**src/rtl/axis_pack_16to32.sv**
```systemverilog
// Packs pairs of 16-bit AXI-Stream samples into little-endian 32-bit words; tlast closes a word early.
// Optional PACKER_STATS_EN adds pkt_count / odd_count packet statistics.
module axis_pack_16to32 (
    input  logic        aclk,
    input  logic        rst,
    input  logic [15:0] s_axis_tdata,
    input  logic        s_axis_tlast,
    input  logic        s_axis_tvalid,
    output logic        s_axis_tready,
    output logic [31:0] m_axis_tdata,
    output logic [3:0]  m_axis_tkeep,
    output logic        m_axis_tlast,
    output logic        m_axis_tvalid,
    input  logic        m_axis_tready
`ifdef PACKER_STATS_EN
   ,output logic [31:0] pkt_count,
    output logic [15:0] odd_count
`endif
);

    localparam int unsigned SAMPLE_W = 16;
    localparam int unsigned KEEP_W   = 4;

    localparam logic [KEEP_W-1:0] KEEP_LO   = KEEP_W'(4'b0011);
    localparam logic [KEEP_W-1:0] KEEP_FULL = KEEP_W'(4'b1111);

    typedef enum logic {
        WAIT_LO = 1'b0,
        WAIT_HI = 1'b1
    } state_t;

    state_t              state;
    logic [SAMPLE_W-1:0] held_lo;
    logic                s_accept;
    logic                word_done;

    // Input is accepted whenever the output slot is empty or draining this cycle.
    assign s_axis_tready = !rst && (!m_axis_tvalid || m_axis_tready);
    assign s_accept      = s_axis_tvalid && s_axis_tready;
    assign word_done     = m_axis_tvalid && m_axis_tready;

    always_ff @(posedge aclk or posedge rst) begin
        if (rst) begin
            state         <= WAIT_LO;
            held_lo       <= '0;
            m_axis_tdata  <= '0;
            m_axis_tkeep  <= '0;
            m_axis_tlast  <= 1'b0;
            m_axis_tvalid <= 1'b0;
        end else begin
            if (word_done) begin
                m_axis_tvalid <= 1'b0;
            end
            // A load in the same cycle as a drain overrides the clear above.
            if (s_accept) begin
                case (state)
                    WAIT_LO: begin
                        if (s_axis_tlast) begin
                            m_axis_tdata  <= {SAMPLE_W'(0), s_axis_tdata};
                            m_axis_tkeep  <= KEEP_LO;
                            m_axis_tlast  <= 1'b1;
                            m_axis_tvalid <= 1'b1;
                        end else begin
                            held_lo <= s_axis_tdata;
                            state   <= WAIT_HI;
                        end
                    end
                    WAIT_HI: begin
                        m_axis_tdata  <= {s_axis_tdata, held_lo};
                        m_axis_tkeep  <= KEEP_FULL;
                        m_axis_tlast  <= s_axis_tlast;
                        m_axis_tvalid <= 1'b1;
                        state         <= WAIT_LO;
                    end
                    default: begin
                        state <= WAIT_LO;
                    end
                endcase
            end
        end
    end

`ifdef PACKER_STATS_EN
    // Packet statistics count words as they leave, not as they are built.
    always_ff @(posedge aclk or posedge rst) begin
        if (rst) begin
            pkt_count <= '0;
            odd_count <= '0;
        end else if (word_done && m_axis_tlast) begin
            pkt_count <= pkt_count + 32'd1;
            if (m_axis_tkeep == KEEP_LO) begin
                odd_count <= odd_count + 16'd1;
            end
        end
    end
`endif

endmodule

```
**config.mk**
```make
export PLATFORM = sky130hd
export DESIGN_NAME = axis_pack_16to32
export DESIGN_NICKNAME = d
export VERILOG_FILES = /design/src/rtl/axis_pack_16to32.sv
export SDC_FILE = /design/constraint.sdc
export NUM_CORES = 1
export LEC_CHECK = 0
export CAP_MARGIN = 20
export CELL_PAD_IN_SITES_DETAIL_PLACEMENT = 2
export CELL_PAD_IN_SITES_GLOBAL_PLACEMENT = 2
export CORE_ASPECT_RATIO = 0.75
export CORE_MARGIN = 10
export CORE_UTILIZATION = 36
export DETAILED_ROUTE_END_ITERATION = 7
export GPL_TIMING_DRIVEN = 0
export HOLD_SLACK_MARGIN = 0.1
export PLACE_DENSITY = 0.86
export SETUP_SLACK_MARGIN = 0.15
export SKIP_CTS_REPAIR_TIMING = 1
export SYNTH_ARGS = -nofsm -noshare
export SYNTH_HDL_FRONTEND = slang
export SYNTH_SLANG_ARGS = --single-unit
```
**constraint.sdc**
```tcl
create_clock -name aclk -period 2.6 [get_ports aclk]
set_input_delay 0.26 -clock aclk [delete_from_list [all_inputs] [get_ports aclk]]
set_output_delay 0.26 -clock aclk [all_outputs]
set_load 0.01 [all_outputs]
```
== After elaboration in Yosys (flattened, before gate mapping) ==
Cells that the tools add are included.

* Equality and inequality tests: 1
* Multiplexer cells: 12
* Bitwise gates (word level): 2
* Reductions and logical operators: 8

{| class="wikitable"
|+ Operators by type and width
! operator !! count
|-
| $pmux W32 S2 || 1
|-
| $mux W32 || 1
|-
| $pmux W4 S2 || 1
|-
| $pmux W1 S2 || 3
|-
| $mux W1 || 5
|-
| $mux W4 || 1
|-
| $logic_and A1 B1 Y1 || 3
|-
| $reduce_and A3 Y1 || 1
|-
| $logic_not A1 Y1 || 2
|-
| $ne A2 B2 Y1 const B || 1
|-
| $not A1 Y1 || 2
|-
| $reduce_and A2 Y1 || 1
|-
| $logic_or A1 B1 Y1 || 1
|}

* Bits in registers: 55
* Bits of input ports: 21
* Word-level logic and storage cells: 29

== Longest topological paths before layout ==
* Word-level depth: 5
* Mapped depth: 6
* Mapped depth without buffers: 3

== Least setup slack after synthesis ==
No wires, ideal clock.

* Kind: input -> output
* From: input rst
* To: output s_axis_tready
* Data arrival time: 1.687 ns
* Required time: 2.340 ns
* Path slack: 0.653 ns
* Cell stages on the path: 2
* Cells stage by stage: inv_1 > and2_1

* Cells in the longest elaborated chain, start to end: 2

{| class="wikitable"
|+ RTL lines
! what !! RTL line !! RTL
|-
| start: declaration || 5 || <nowiki>input logic rst,</nowiki>
|-
| $logic_not A1 Y1 (no line) || - ||
|-
| $logic_and A1 B1 Y1 || 38 || <nowiki>assign s_axis_tready = !rst && (!m_axis_tvalid || m_axis_tready);</nowiki>
|-
| end: declaration || 9 || <nowiki>output logic s_axis_tready,</nowiki>
|}

No other way between the ends.

== Worst setup path after layout ==
Ends and elaborated chain as after synthesis.

==> metrics.md <==
| Metric | Value |
|---|---|
| Pint | 2.06 mW |
| Slew headroom | 76.7% |
| IO Port Bufs | 59 |
| Mapped Area | 2280 sq um |
| Worst Tran Pin Value | 0.347 ns |
| Switch share | 29.2% |
| CP Max Fanout | 37 |
| Std cell rows | 25 |
| Top-area cell type share of the netlist area | 58.2% |
| Worst VDD drop | 450 uV |
| WP data arrival | 1.98 ns |
| Psw | 0.849 mW |
| Vias | 1,445 |
| Pwr Density | 942 nW/um^2 |
| CTS tree | built |
| # fillers | 598 |
| Reg2reg end | m_axis_tdata[0] |
| First-pass GRT wire length | 9690 um |
| Multi-input gate area | 842 sq um |
| IO Pins | 60 |
| Fin. max-slew vios | 0 |
| Drt drc | 0 |
| Min cycle time layout | 2.24 ns |
| RSZ-0062 raised after global routing | no |
| Reg2Reg Launch Point | state |
| Hold Path Class | input pin to async pin |
| CTS Buffer Depth | 2 |
| Clock-pin slew on the worst setup and hold paths | 0.10 ns |
| Skew-Pair Late Insertion Delay | 0.31 ns |
| Nets | 232 |
| Sequential fraction of design power | 44.2% |
| Sum Neg Setup Slack | 0 ns |
| Reg-to-reg slack, setup | 1.08 ns |
| Placed cell count | 285 |
| Syn nets | 165 |
| Routed wire per std cell | 20.4 um |
| Final Non-Filler Cells | 293 |
| CP startpoint kind | input pin |
| Core footprint | 6220 sq um |
| FFs w/ async S/R, synth | 100% |
| Ys Warns | 0 |
| Clock Sinks | 53 |
| Drt pass-1 iters | 3 |
| Worst Path Required | 2.34 ns |
| Period utilisation layout | 86.2% |
| Sequential cell area | 1330 sq um |
| P_leak | 1.36 nW |
| Top_reg_cell synth | dfrtp_1 |
| Synth top cells by count | dfrtp_1, mux2_2, a22o_1, mux2_4, buf_6 |
| Detailed Place HPWL | 4410 um |
| Vias in the first global route | 1,705 |
| Total die area | 9940 sq um |
| Root buf cell | clkbuf_8 |
| Critical path endpoint category | output pin |
| Count leader, synth | dfrtp_1 |
| Syn avg cell area | 15.8 sq um |
| Hold Vio Cnt, Final | 0 |
| DRT Wirelength | 5990 um |
| GRT Util Overall | 12.4% |
| Final setup violation count | 0 |
| Cts bufs inserted | 5 |
| Antenna violations before repair | 0 |
| Largest net degree at the start of global routing | 38 |
| H-tree depth | 2 |
| Iter 0 DRT Violations | 12 |
| Starting density of the core | 36.6% |
| Clock power frac | 16.9% |
| Min Hold Slack | 0.323 ns |
| Post-route antenna net violation count | 0 |
| Aggregate global routing overflow | 0 |
| Clock Skews | 0.0128 ns |
| Top post-synthesis cells by area | dfrtp_1, mux2_2, mux2_4 |
| Antenna diodes | 0 |
| Synth cell types | 19 |
| Fmax | 0.446 GHz |
| Yosys reg bits | 53 |
| Die width | 112 um |
| Area growth from synthesis to layout | 35.6% |
| Post-Synthesis Cells | 144 |
| GPL Wtd Cong | 0.710 |
| Vias per inst | 4.93 |
| Max Cap Viol | 0 |
| Post-synthesis sequential area ratio | 58.2% |
| Post-synth EDFFs | 0 |
| Yosys top cell by area | dfrtp_1 |
| Die Height | 88.9 um |
| Critical setup path kind | input pin to output pin |
| Outcome | complete, no violations |
| Worst-case reg-to-reg path depth | 4 |
| Combinational cell fraction of total power | 38.9% |
| Share of layout cells above drive strength 1 | 34.4% |
-- kinds of logic (layout without fill, tap and decap cells) --
group / after synthesis / count (layout) / synth area share, %
muxes: 48 / 48 / 25.4
DFF: 53 / 53 / 58.2
buffers and inverters: 13 / 81 / 4.83
AOI/OAI and AO/OA: 20 / 20 / 7.96
and+or+nand+nor: 10 / 10 / 3.62
-- flip-flops by register name, summed over array words and instances, names as in the netlist --
register	flops
m_axis_tdata	32
held_lo	16
m_axis_tkeep	2
m_axis_tlast	1
m_axis_tvalid	1
state	1
-- critical path, stage by stage --
cell and delay (ns):
clkdlybuf4s50_1 0.51, inv_4 0.25, buf_12 0.26, and2_1 0.16, clkdlybuf4s50_1 0.53
-- cell usage in the layout, fill, tap and decap left out, types with 2 or more instances in the layout --
master	instances
mux2_2	38
and2_1	2
nand2b_1	2
clkbuf_8	6
buf_6	6
clkdlybuf4s50_1	59
dfrtp_1	53
a22o_1	16
buf_4	4
mux2_4	10
a21o_1	2
-- power by group through the flow --
stage | Clock (mW) | Combinational [mW] | Sequential, mW
after detailed placement | 0 | 1.16 | 1.30
after floorplan | 0 | 0.480 | 1.36
after global placement | 0 | 1.11 | 1.28
after global routing | 0.553 | 1.22 | 1.33
final | 0.491 | 1.13 | 1.29
after CTS | 0.511 | 1.16 | 1.29
-- layer usage --
layer / GRT usage [%] / up-vias / routed length, um
met5: 0 / - / 0
met4: 4.54 / 0 / 72
met3: 4.49 / 5 / 394
met2: 20.6 / 38 / 2880
met1: 14.5 / 756 / 2650
li1: - / 646 / -
-- cell type report --
class | count | share of cell area [%]
Clock buffer | 6 | 2.67
Timing Repair Buffer | 60 | 19.8
Inverter | 2 | 0.324
Clock inverter | 2 | 0.446
Sequential cell | 53 | 42.9
Tap cell | 81 | 3.28
Buffer | 11 | 3.32
Multi-Input combinational cell | 78 | 27.3
-- metrics by stage --
stage	setup slack (ns)	total power, mW	utilization [%]	instance area, sq um
global route	0.206	3.10	49.6	3090
finish	0.358	2.91	49.6	3090
floorplan	0.653	1.84	-	2280
global placement	-0.828	2.39	47.7	2970
detailed placement	0.187	2.46	48.0	2990
CTS	0.181	2.96	49.6	3090
-- worst max-delay path by stage --
stage / startpoint / to / slack [ns] / cells after the start
2_1_floorplan: rst / s_axis_tready / 0.65 / 2
6_report: rst / s_axis_tready / 0.36 / 5
4_1_cts: rst / s_axis_tready / 0.18 / 5
5_1_grt: rst / s_axis_tready / 0.21 / 5
3_3_place_gp: rst / s_axis_tready / -0.83 / 4
3_5_place_dp: rst / s_axis_tready / 0.19 / 5
Note: power is estimated with default switching activity, not from simulation.
